`src/rtl/frame_pkg.sv`:
```
// Shared constants for the UART frame assembler: frame length, opcodes,
// error codes and the assembler FSM state encoding.
// No logic; imported by uart_frame_assembler.
package frame_pkg;

  localparam int FRAME_BYTES = 9;

  localparam logic [1:0] OP_ADD = 2'b00;
  localparam logic [1:0] OP_SUB = 2'b01;

  localparam logic [1:0] ERR_NONE    = 2'b00;
  localparam logic [1:0] ERR_TIMEOUT = 2'b01;
  localparam logic [1:0] ERR_HEADER  = 2'b10;
  localparam logic [1:0] ERR_OVERRUN = 2'b11;

  localparam logic [1:0] ST_IDLE    = 2'b00;
  localparam logic [1:0] ST_COLLECT = 2'b01;
  localparam logic [1:0] ST_HOLD    = 2'b10;

endpackage

```
`src/rtl/gap_timer.sv`:
```
// Inter-byte gap timer: counts consecutive enabled cycles without a clear.
// Latency: expired is combinational in the TIMEOUT_CYCLES-th idle cycle.
// Backpressure: none; clear restarts the count, !enable holds it at 0.
// Ports: clk, reset (sync, active-low), clear, enable, expired.
module gap_timer #(
  parameter int TIMEOUT_CYCLES = 1_000_000
) (
  input  logic clk,
  input  logic reset,
  input  logic clear,
  input  logic enable,
  output logic expired
);

  localparam int CNT_W = (TIMEOUT_CYCLES > 1) ? $clog2(TIMEOUT_CYCLES) : 1;
  localparam logic [CNT_W-1:0] LAST = CNT_W'(TIMEOUT_CYCLES - 1);

  logic [CNT_W-1:0] cnt_q, cnt_d;

  // cnt_q counts idle cycles already seen before the current one, so the
  // cycle in which cnt_q == LAST is the TIMEOUT_CYCLES-th idle cycle.
  assign expired = enable && (cnt_q == LAST);

  always_comb begin
    cnt_d = cnt_q;
    if (clear || !enable) begin
      cnt_d = '0;
    end else if (!expired) begin
      cnt_d = cnt_q + CNT_W'(1);
    end
  end

  always_ff @(posedge clk) begin
    if (!reset) begin
      cnt_q <= '0;
    end else begin
      cnt_q <= cnt_d;
    end
  end

endmodule

```
`src/rtl/uart_frame_assembler.sv`:
```
// Assembles 9-byte UART frames (header, A MSB-first, B MSB-first) for a downstream FSM.
// Latency: frame_valid one cycle after the 9th byte strobe; errors pulse one cycle after the cause.
// Backpressure: frame held until frame_ready; bytes arriving while held are dropped as overrun.
// Ports: clk, reset (sync, active-low), byte_in/byte_valid in, frame_ready in,
//        frame_valid/op/operand_a/operand_b/byte_count/busy out, err_pulse/err_code out.
module uart_frame_assembler
  import frame_pkg::*;
#(
  parameter int TIMEOUT_CYCLES = 1_000_000
) (
  input  logic        clk,
  input  logic        reset,
  input  logic [7:0]  byte_in,
  input  logic        byte_valid,
  input  logic        frame_ready,
  output logic        frame_valid,
  output logic [1:0]  op,
  output logic [31:0] operand_a,
  output logic [31:0] operand_b,
  output logic [3:0]  byte_count,
  output logic        busy,
  output logic        err_pulse,
  output logic [1:0]  err_code
);

  logic [1:0]  state_q, state_d;
  logic [1:0]  op_q, op_d;
  logic [31:0] a_q, a_d;
  logic [31:0] b_q, b_d;
  logic [3:0]  cnt_q, cnt_d;
  logic        err_pulse_q, err_pulse_d;
  logic [1:0]  err_code_q, err_code_d;

  logic timer_expired;
  logic handshake;

  gap_timer #(
    .TIMEOUT_CYCLES(TIMEOUT_CYCLES)
  ) u_gap_timer (
    .clk    (clk),
    .reset  (reset),
    .clear  (byte_valid),
    .enable (state_q == ST_COLLECT),
    .expired(timer_expired)
  );

  assign handshake = (state_q == ST_HOLD) && frame_ready;

  always_comb begin
    state_d     = state_q;
    op_d        = op_q;
    a_d         = a_q;
    b_d         = b_q;
    cnt_d       = cnt_q;
    err_pulse_d = 1'b0;
    err_code_d  = err_code_q;

    case (state_q)
      ST_COLLECT: begin
        // A byte in the expiry cycle wins over the timeout.
        if (byte_valid) begin
          // byte_count 1..4 -> bytes 2..5 go to A; 5..8 -> bytes 6..9 go to B.
          if (cnt_q < 4'd5) begin
            a_d = {a_q[23:0], byte_in};
          end else begin
            b_d = {b_q[23:0], byte_in};
          end
          cnt_d = cnt_q + 4'd1;
          if (cnt_q == 4'(FRAME_BYTES - 1)) begin
            state_d = ST_HOLD;
          end
        end else if (timer_expired) begin
          state_d     = ST_IDLE;
          cnt_d       = 4'd0;
          err_pulse_d = 1'b1;
          err_code_d  = ERR_TIMEOUT;
        end
      end
      ST_HOLD: begin
        if (handshake) begin
          state_d = ST_IDLE;
          cnt_d   = 4'd0;
        end else if (byte_valid) begin
          err_pulse_d = 1'b1;
          err_code_d  = ERR_OVERRUN;
        end
      end
      default: begin
        state_d = ST_IDLE;
        cnt_d   = 4'd0;
      end
    endcase

    // Header decode, shared by IDLE and the handshake cycle of HOLD so a
    // header arriving with the handshake starts the next frame directly.
    if (byte_valid && ((state_q == ST_IDLE) || handshake)) begin
      if (byte_in[7:2] == 6'd0) begin
        op_d    = byte_in[1:0];
        cnt_d   = 4'd1;
        state_d = ST_COLLECT;
      end else begin
        err_pulse_d = 1'b1;
        err_code_d  = ERR_HEADER;
      end
    end
  end

  always_ff @(posedge clk) begin
    if (!reset) begin
      state_q     <= ST_IDLE;
      op_q        <= 2'b00;
      a_q         <= 32'd0;
      b_q         <= 32'd0;
      cnt_q       <= 4'd0;
      err_pulse_q <= 1'b0;
      err_code_q  <= ERR_NONE;
    end else begin
      state_q     <= state_d;
      op_q        <= op_d;
      a_q         <= a_d;
      b_q         <= b_d;
      cnt_q       <= cnt_d;
      err_pulse_q <= err_pulse_d;
      err_code_q  <= err_code_d;
    end
  end

  assign frame_valid = (state_q == ST_HOLD);
  assign busy        = (state_q == ST_COLLECT) || (state_q == ST_HOLD);
  assign op          = op_q;
  assign operand_a   = a_q;
  assign operand_b   = b_q;
  assign byte_count  = cnt_q;
  assign err_pulse   = err_pulse_q;
  assign err_code    = err_code_q;

endmodule

```
`config.mk`:
```
export PLATFORM = sky130hd
export DESIGN_NAME = uart_frame_assembler
export DESIGN_NICKNAME = d
export VERILOG_FILES = /design/src/rtl/frame_pkg.sv /design/src/rtl/gap_timer.sv /design/src/rtl/uart_frame_assembler.sv
export SDC_FILE = /design/constraint.sdc
export NUM_CORES = 1
export LEC_CHECK = 0
export BUFFER_PORTS_ARGS = -buffer_cell sky130_fd_sc_hd__buf_2
export CAP_MARGIN = 0
export CORE_ASPECT_RATIO = 0.5
export CORE_UTILIZATION = 40
export CTS_CLUSTER_DIAMETER = 50
export DETAILED_ROUTE_END_ITERATION = 10
export PLACE_DENSITY_LB_ADDON = 0.1
export SLEW_MARGIN = 20
export SYNTH_ARGS = -nofsm -noshare
export SYNTH_HDL_FRONTEND = slang
export SYNTH_SLANG_ARGS = --single-unit
```
`constraint.sdc`:
```
create_clock -name clk -period 1.75 [get_ports clk]
set_input_delay 0.175 -clock clk [delete_from_list [all_inputs] [get_ports clk]]
set_output_delay 0.175 -clock clk [all_outputs]
set_load 0.01 [all_outputs]
```
==> impl_metrics.json, run 1 <==
{
  "start_kind": "flop",
  "synth_edf_count": 0,
  "required_ns": 1.96,
  "skew_ns": 0.0108,
  "ys_dominant_reg_cell": "dfxtp_1",
  "max_freq_ghz": 0.589,
  "insertion_delay_ns": 0.34,
  "p_total_uw": 4450,
  "peakVddDrop_uv": 463,
  "yosys-top-cells-area": "dfxtp_1 (48%), nand2_1 (13%), a21boi_0 (8.3%)",
  "cts_buffers": 9,
  "p_sw_share_pct": 20.8,
  "dr.pass1.iters": 4,
  "ys_async_sr_fraction_pct": 0,
  "n_fill_cell": 919,
  "synthCells": 472,
  "htreeDepth": 3,
  "power_frac_seq_pct": 48.7,
  "synth_seq_cells": 95,
  "antenna_found_initial": 0,
  "hold_path_class": "input port to flop",
  "die_h_um": 72.5,
  "synthMuxAreaShare_pct": 0.756,
  "fin_nets": 601,
  "cts.sinks": 95,
  "grt_max_degree": 56,
  "syn_avg_cell_area_um2": 8.41,
  "final-seq-area_mm2": 0.00190,
  "rsz0062_at_grt": "true",
  "synth_compound_area_share_pct": 20.0,
  "syn_area_mm2": 0.00397,
  "viasPerCell": 4.91,
  "synth-adder-area-share_pct": 1.89,
  "cts_tree": "built",
  "areaGrowthSynthToFinish_pct": 31.6,
  "grt_pass1_vias": 3133,
  "net-switching-power_uw": 925,
  "maxSlewViolCount": 0,
  "slew_headroom_pct": 69.3,
  "synth-simple-area-share_pct": 24.3,
  "setup_viol": 0,
  "multi_input_area_mm2": 0.00200,
  "hpwlAfterDp_mm": 6.40,
  "grt_first_pass_wirelength_mm": 15.2,
  "intPower_uw": 3520,
  "post-route-min-period_ns": 1.70,
  "totalWireLength_mm": 9.30,
  "yosysTopAreaCell": "dfxtp_1",
  "crit_path_end_kind": "flop",
  "synthTopCellsByCount": "nand2_1 (137), dfxtp_1 (95), a21boi_0 (44), a21boi_1 (23), clkbuf_1 (18)",
  "synth-xor-area-share_pct": 1.76,
  "hold_viol_final": 0,
  "clkPwrFrac_pct": 49.2,
  "worstPathArrival_ns": 1.91,
  "drive_above_1_share_pct": 27.2,
  "grt.total_usage_pct": 18.5,
  "rows": 25,
  "ys_seq_area_share_pct": 47.9,
  "ant_nets": 0,
  "reg2reg_depth": 7,
  "gp_congestion": 0.808,
  "fin_hold_ws_ns": 0.0919,
  "syn_nets": 490,
  "whs_path_depth": 3,
  "cts.path.max_buffers": 2,
  "numPortBuffers": 86,
  "ys_warn_count": 0,
  "ios": 87,
  "final_cells": 723,
  "path_max_fanout": 5,
  "drc": 0,
  "dieArea_mm2": 0.0104,
  "wl_per_cell_um": 12.9,
  "synth_top_family_by_area": "simple AND/OR/NAND/NOR gates",
  "path_clk_slew_ns": 0.07,
  "combPwrFrac_pct": 2.1,
  "fp.dieW_um": 143,
  "outcome": "finished, final reports clean",
  "num_antenna_cells": 0,
  "leakage_uw": 0.00203,
  "drt_iter0_drc": 143,
  "period_share_pct": 97.1,
  "grt-ovfl-total": 0,
  "core_mm2": 0.00954,
  "place_inst": 706,
  "clock-root-buffer": "clkbuf_16",
  "cap_violations": 0,
  "start_util_pct": 41.6,
  "yosysMostFrequentCell": "nand2_1",
  "power.density_mw_per_mm2": 850,
  "synth_cell_types": 48,
  "final_util_pct": 54.8,
  "tightest_slew_ns": 0.458,
  "vias": 3547,
  "synth_top_area_share_pct": 47.9,
  "crit_type": "flop to flop"
}
worst paths after layout:
path,from,to,slack [ns]
worst max register to register,state_q[1],byte_count[2],0.05
worst min register to register,operand_b[24],operand_b[24],0.46
worst max-delay path,state_q[1],byte_count[2],0.05
worst min-delay path,byte_in[2],operand_a[2],0.09
per-stage QoR:
step / instance area, um^2 / setup slack [ns] / setup TNS, ns
after global placement: 4820 / -0.0210 / -0.0210
after CTS: 5170 / 0.00158 / 0
after global routing: 5230 / -0.0312 / -0.0719
after floorplan: 3970 / 0.00287 / 0
after detailed placement: 4820 / -0.130 / -0.226
final: 5230 / 0.0514 / 0
critical path, stage by stage (launching register included):
cell and delay [ns]:
dfxtp_1 0.31, inv_1 0.08, ha_1 0.18, nor4bb_4 0.30
nand4_1 0.12, buf_4 0.18, o311ai_2 0.27, o22ai_1 0.13
layer usage:
layer	up-vias	part of all wire, %	global-route usage, %
met2	51	44	29.4
met5	-	0	0
met3	9	3.8	5.02
met4	0	0.75	5.14
li1	1843	-	-
met1	1644	52	24.8
placed cells by master, fill, tap and decap left out, drive strengths merged, types with 2 or more instances in the layout:
cell type and instances:
o22ai 2, nand3 12, dfxtp 95, and3 7, o21ai 12, o311ai 3, mux2i 3, clkbuf 10
or3 8, nand2 137, a21oi 14, xnor2 6, ha 6, nor4b 2, a21boi 67, bufinv 2
inv 13, xor2 2, a211oi 3, buf 125, nor2b 4, nor3 8, nor2 13, a31oi 5
nand4 6, and4 3, nor4 4
kinds of logic (layout without fill, tap and decap cells):
logic type | Yosys count | count (layout)
XOR/XNOR | 8 | 8
adder cells (fa/ha/maj) | 6 | 6
multiplexers | 3 | 3
buffers and inverters | 35 | 151
AO/OA/AOI/OAI | 114 | 114
AND/OR/NAND/NOR | 211 | 211
flip-flops | 95 | 95
registers in the layout, summed over array words and instances, names as in the netlist:
name / cells
operand_b: 32
byte_count: 4
err_pulse: 1
err_code: 2
op: 2
state_q: 2
operand_a: 32
u_gap_timer.cnt_q: 20
power groups by stage:
stage	clock network [uW]	logic, uW	registers [uW]
global route	2340	101	2160
detailed placement	0	92.8	2220
finish	2190	93.0	2170
CTS	2250	93.5	2160
global placement	0	92.8	2220
floorplan	0	49.7	2220
what timing repair did:
item / in CTS / in global routing
resized for setup: 1 / 16
gates cloned: 0 / 0
endpoints found under the setup margin: 2 / 50
buffers inserted: 1 / 0
hold buffers: 0 / 0
pin swaps: 1 / 0
area by class of cell:
cell class / count / area share, %
multi-input combinational: 342 / 38.3
sequential: 95 / 36.4
timing repair buffer: 125 / 14.9
clock buffer: 10 / 4.57
tap: 135 / 3.23
clock inverter: 6 / 1.89
inverter: 10 / 0.718
(Power assumes the default switching activity.)
==> inputs of run 2 (changes only) <==
--- a/config.mk
+++ b/config.mk
@@ -11,8 +11,8 @@
 export CORE_UTILIZATION = 40
 export CTS_CLUSTER_DIAMETER = 50
 export DETAILED_ROUTE_END_ITERATION = 10
-export PLACE_DENSITY_LB_ADDON = 0.1
-export SLEW_MARGIN = 20
+export PLACE_DENSITY = 0.7
+export SLEW_MARGIN = 5
 export SYNTH_ARGS = -nofsm -noshare
 export SYNTH_HDL_FRONTEND = slang
 export SYNTH_SLANG_ARGS = --single-unit
==> impl_metrics.json, run 2 (synthesis results as in run 1) <==
{
  "whs_endpoint": "operand_a[3]",
  "hold_viol_final": 0,
  "cts.sinks": 95,
  "min_from": "byte_in[3]",
  "outcome": "finished, final reports clean",
  "fp.dieW_um": 143,
  "whs_path_depth": 3,
  "cts_buffers": 9,
  "power.density_mw_per_mm2": 868,
  "tightest_slew_ns": 0.431,
  "dr.pass1.iters": 4,
  "antenna_found_initial": 0,
  "reg2reg_slack_ns": 0.07,
  "numPortBuffers": 86,
  "num_antenna_cells": 0,
  "mostFrequentLayoutCells": "nand2_1 (137), dfxtp_1 (91), buf_2 (86), a21boi_0 (44), buf_4 (29)",
  "cts_hold_buffers": 0,
  "start_kind": "flop",
  "fin_setup_tns_ns": 0,
  "reg2reg_to": "state_q[0]",
  "clock-root-buffer": "clkbuf_16",
  "period_share_pct": 96.2,
  "dieArea_mm2": 0.0104,
  "grt-ovfl-total": 0,
  "grt_max_degree": 70,
  "drive_above_1_share_pct": 27.4,
  "htreeDepth": 3,
  "start_util_pct": 41.6,
  "n_fill_cell": 872,
  "crit_type": "flop to flop",
  "leakage_uw": 0.00203,
  "crit_path_end_kind": "flop",
  "rows": 25,
  "core_mm2": 0.00954,
  "cts.path.max_buffers": 2,
  "timing.rr.start": "state_q[1]",
  "grt_first_pass_wirelength_mm": 15.2,
  "peakVddDrop_uv": 441,
  "fin_nets": 597,
  "setup_viol": 0,
  "areaGrowthSynthToFinish_pct": 32.0,
  "grt_pass1_vias": 3183,
  "wl_per_cell_um": 13.0,
  "gp_congestion": 0.900,
  "totalWireLength_mm": 9.32,
  "grt.total_usage_pct": 18.4,
  "rsz0062_at_grt": "true",
  "multi_input_area_mm2": 0.00201,
  "final-seq-area_mm2": 0.00191,
  "ios": 87,
  "cts_tree": "built",
  "required_ns": 1.94,
  "viasPerCell": 4.92,
  "hpwlAfterDp_mm": 6.17,
  "drt_iter0_drc": 254,
  "maxSlewViolCount": 0,
  "slew_headroom_pct": 70.9,
  "skew_ns": 0.00615,
  "vias": 3534,
  "hold_path_class": "input port to flop",
  "fin_hold_ws_ns": 0.0959,
  "post-route-min-period_ns": 1.68,
  "worstPathArrival_ns": 1.88,
  "insertion_delay_ns": 0.34,
  "max_freq_ghz": 0.594,
  "path_max_fanout": 5,
  "drc": 0,
  "cap_violations": 0,
  "reg2reg_depth": 8,
  "die_h_um": 72.5,
  "final_common_cell": "nand2_1",
  "ant_nets": 0,
  "path_clk_slew_ns": 0.07
}
run 2: cell types whose count changed in the layout (fill, tap and decap cells not counted), moves of 2 or more:
cell      change
buf_4         -5
clkinv_4      +2
dfxtp_1       -3
dfxtp_2       +3
inv_8         -2
nor3_2        +2
run 2: how the worst max path moves through the flow:
stage	start	end	slack (ns)	cells after the start
2_1_floorplan	state_q[1]	byte_count[2]	0.003	7
3_3_place_gp	state_q[1]	byte_count[2]	0.06	6
3_5_place_dp	state_q[1]	byte_count[2]	-0.05	6
4_1_cts	state_q[0]	state_q[0]	0.03	5
5_1_grt	u_gap_timer.cnt_q[6]	byte_count[3]	-0.12	5
6_report	state_q[1]	state_q[0]	0.07	8
run 2: timing repair:
| item | CTS | global route |
|---|---|---|
| resized for setup | 1 | 20 |
| setup endpoints to repair | 2 | 42 |
| cloned | 0 | 0 |
| pin swaps | 1 | 2 |
| buffers inserted | 1 | 1 |
run 2: where the power goes:
part           leakage [uW]  total, uW  switching (uW)  internal [uW]
Clock              0.000173       2290             848           1450
Combinational       0.00109       92.5            51.2           41.2
Sequential         0.000767       2170            1.47           2160
run 2: per-layer routing:
metal | part of all wire [%] | track usage [%]
met5 | 0 | 0
met3 | 3.6 | 4.82
met2 | 47 | 29.8
met4 | 1.2 | 5.26
met1 | 48 | 24.2
run 2: worst max-delay path, stage by stage, from the launching register on:
cell and delay, ns:
dfxtp_1 0.32, inv_2 0.06, ha_2 0.18, nor4bb_4 0.30, nand4_1 0.17, buf_6 0.19
nor3_2 0.10, buf_4 0.14, o2bb2ai_1 0.08
run 2: cell type report:
class | count | area share [%]
repair buffers | 121 | 14.5
inverters | 10 | 0.716
clock inverters | 6 | 2.22
clock buffers | 10 | 4.56
well taps | 135 | 3.22
flip-flops and latches | 95 | 36.4
multi-input cells | 342 | 38.4
run 2: stage by stage:
step / total power (uW) / utilization (%) / setup slack (ns) / std cells / instance area [um^2]
finish: 4550 / 55.0 / 0.0662 / 719 / 5240
global route: 4670 / 55.0 / -0.123 / 719 / 5240
CTS: 4580 / 54.1 / 0.0296 / 718 / 5160
detailed placement: 2310 / 50.2 / -0.0521 / 701 / 4790
global placement: 2310 / 50.2 / 0.0567 / 701 / 4790
floorplan: 2270 / - / 0.00287 / 472 / 3970
==> inputs of run 3 (changes only) <==
--- a/config.mk
+++ b/config.mk
@@ -11,7 +11,7 @@
 export CORE_UTILIZATION = 40
 export CTS_CLUSTER_DIAMETER = 50
 export DETAILED_ROUTE_END_ITERATION = 10
-export PLACE_DENSITY = 0.7
+export PLACE_DENSITY = 0.68
 export SLEW_MARGIN = 5
 export SYNTH_ARGS = -nofsm -noshare
 export SYNTH_HDL_FRONTEND = slang
==> constraint.sdc (replaced) <==
create_clock -name clk -period 1.7 [get_ports clk]
set_input_delay 0.17 -clock clk [delete_from_list [all_inputs] [get_ports clk]]
set_output_delay 0.17 -clock clk [all_outputs]
set_load 0.01 [all_outputs]
==> impl_metrics.json, run 3 (synthesis results as in run 1) <==
{
  "outcome": "finished, final reports clean",
  "grt.total_usage_pct": 19.5,
  "hpwlAfterDp_mm": 6.58,
  "cts.path.max_buffers": 2,
  "antenna_found_initial": 0,
  "drt_iter0_drc": 338,
  "stdcell_area_mm2": 0.00532,
  "power.density_mw_per_mm2": 821,
  "grt-ovfl-total": 0,
  "cts_tree": "built",
  "crit_path_start": "state_q[0]",
  "maxSlewViolCount": 0,
  "clock-root-buffer": "clkbuf_16",
  "gp_congestion": 0.829,
  "final_util_pct": 55.7,
  "required_ns": 1.53,
  "wl_per_cell_um": 13.9,
  "period_share_pct": 97.9,
  "viasPerCell": 4.99,
  "crit_path_end_kind": "primary output",
  "rows": 25,
  "slew_headroom_pct": 68.9,
  "numPortBuffers": 86,
  "dieArea_mm2": 0.0104,
  "timing.rr.start": "state_q[1]",
  "fin_nets": 608,
  "start_kind": "flop",
  "areaGrowthSynthToFinish_pct": 33.9,
  "worstPathArrival_ns": 1.49,
  "ant_nets": 0,
  "skew_ns": 0.00641,
  "htreeDepth": 3,
  "fp.dieW_um": 143,
  "cap_violations": 0,
  "cts.sinks": 95,
  "hold_path_class": "input port to flop",
  "dr.pass1.iters": 4,
  "drive_above_1_share_pct": 30.1,
  "peakVddDrop_uv": 447,
  "placed_cell_area_mm2": 0.00485,
  "core_mm2": 0.00954,
  "rsz0062_at_grt": "true",
  "grt_first_pass_wirelength_mm": 15.8,
  "vias": 3642,
  "grt_max_degree": 54,
  "min_from": "byte_in[5]",
  "final_common_cell": "nand2_1",
  "drc": 0,
  "insertion_delay_ns": 0.35,
  "path_clk_slew_ns": 0.06,
  "post-route-min-period_ns": 1.66,
  "leakage_uw": 0.00206,
  "cts_buffers": 9,
  "tightest_slew_ns": 0.466,
  "hold_viol_final": 0,
  "max_freq_ghz": 0.601,
  "path_max_fanout": 7,
  "crit_type": "flop to primary output",
  "start_util_pct": 41.6,
  "mostFrequentLayoutCells": "nand2_1 (136), dfxtp_1 (88), buf_2 (86), a21boi_0 (43), buf_4 (39)",
  "grt_pass1_vias": 3302,
  "die_h_um": 72.5,
  "setup_viol": 0,
  "cts_hold_buffers": 0,
  "num_antenna_cells": 0,
  "p_total_uw": 4370,
  "totalWireLength_mm": 10.1,
  "ios": 87
}
-- run 3: repair_timing --
| action | CTS | global route |
|---|---|---|
| endpoints found under the setup margin | 12 | 85 |
| gates resized for setup | 4 | 27 |
| cloned | 0 | 1 |
| setup buffers | 1 | 4 |
| pin swaps | 1 | 5 |
| endpoints found under the hold margin | 0 | 0 |
-- run 3: path summary, 6_finish.rpt --
| path | to | slack (ns) | depth (start not counted) |
|---|---|---|---|
| worst max-delay path | busy | 0.04 | 5 |
| worst min-delay path | operand_a[5] | 0.10 | 3 |
| worst max register to register | byte_count[2] | 0.04 | 7 |
| worst min register to register | operand_a[24] | 0.46 | 2 |
-- run 3: layer usage --
metal,global-route usage (%),wire [um]
met1,24.8,4900
met2,32.1,4710
met3,5.41,384
met4,6.45,131
met5,0,0
-- run 3: area by class of cell --
class / count / area (um^2)
sequential: 95 / 1910
multi-input combinational: 342 / 2040
timing repair buffer: 132 / 860
fill: 909 / 4220
inverter: 10 / 37.5
tap: 135 / 169
clock inverter: 6 / 66.3
clock buffer: 10 / 229
-- run 3: power breakdown --
part	switching [uW]	total (uW)	internal (uW)	leakage [uW]
Clock	883	2030	1150	0.000148
Combinational	56.2	101	45.2	0.00115
Sequential	1.91	2230	2230	0.000769
Total	941	4370	3420	0.00206
-- run 3: metrics by stage --
| stage | std cells | hold WS [ns] | setup TNS, ns | setup slack (ns) |
|---|---|---|---|---|
| floorplan | 472 | 0.305 | -0.0112 | -0.00865 |
| global placement | 708 | 0.447 | 0 | 0.0177 |
| detailed placement | 708 | 0.453 | -0.551 | -0.0920 |
| CTS | 725 | 0.0847 | 0 | 0.00282 |
| global route | 730 | 0.0946 | -0.343 | -0.0376 |
| finish | 730 | 0.100 | 0 | 0.0354 |
-- run 3: critical path: stages, from the launching register on --
cell and delay, ns:
dfxtp_1 0.34, buf_4 0.13, inv_1 0.07, ha_4 0.31, buf_4 0.15, buf_2 0.14
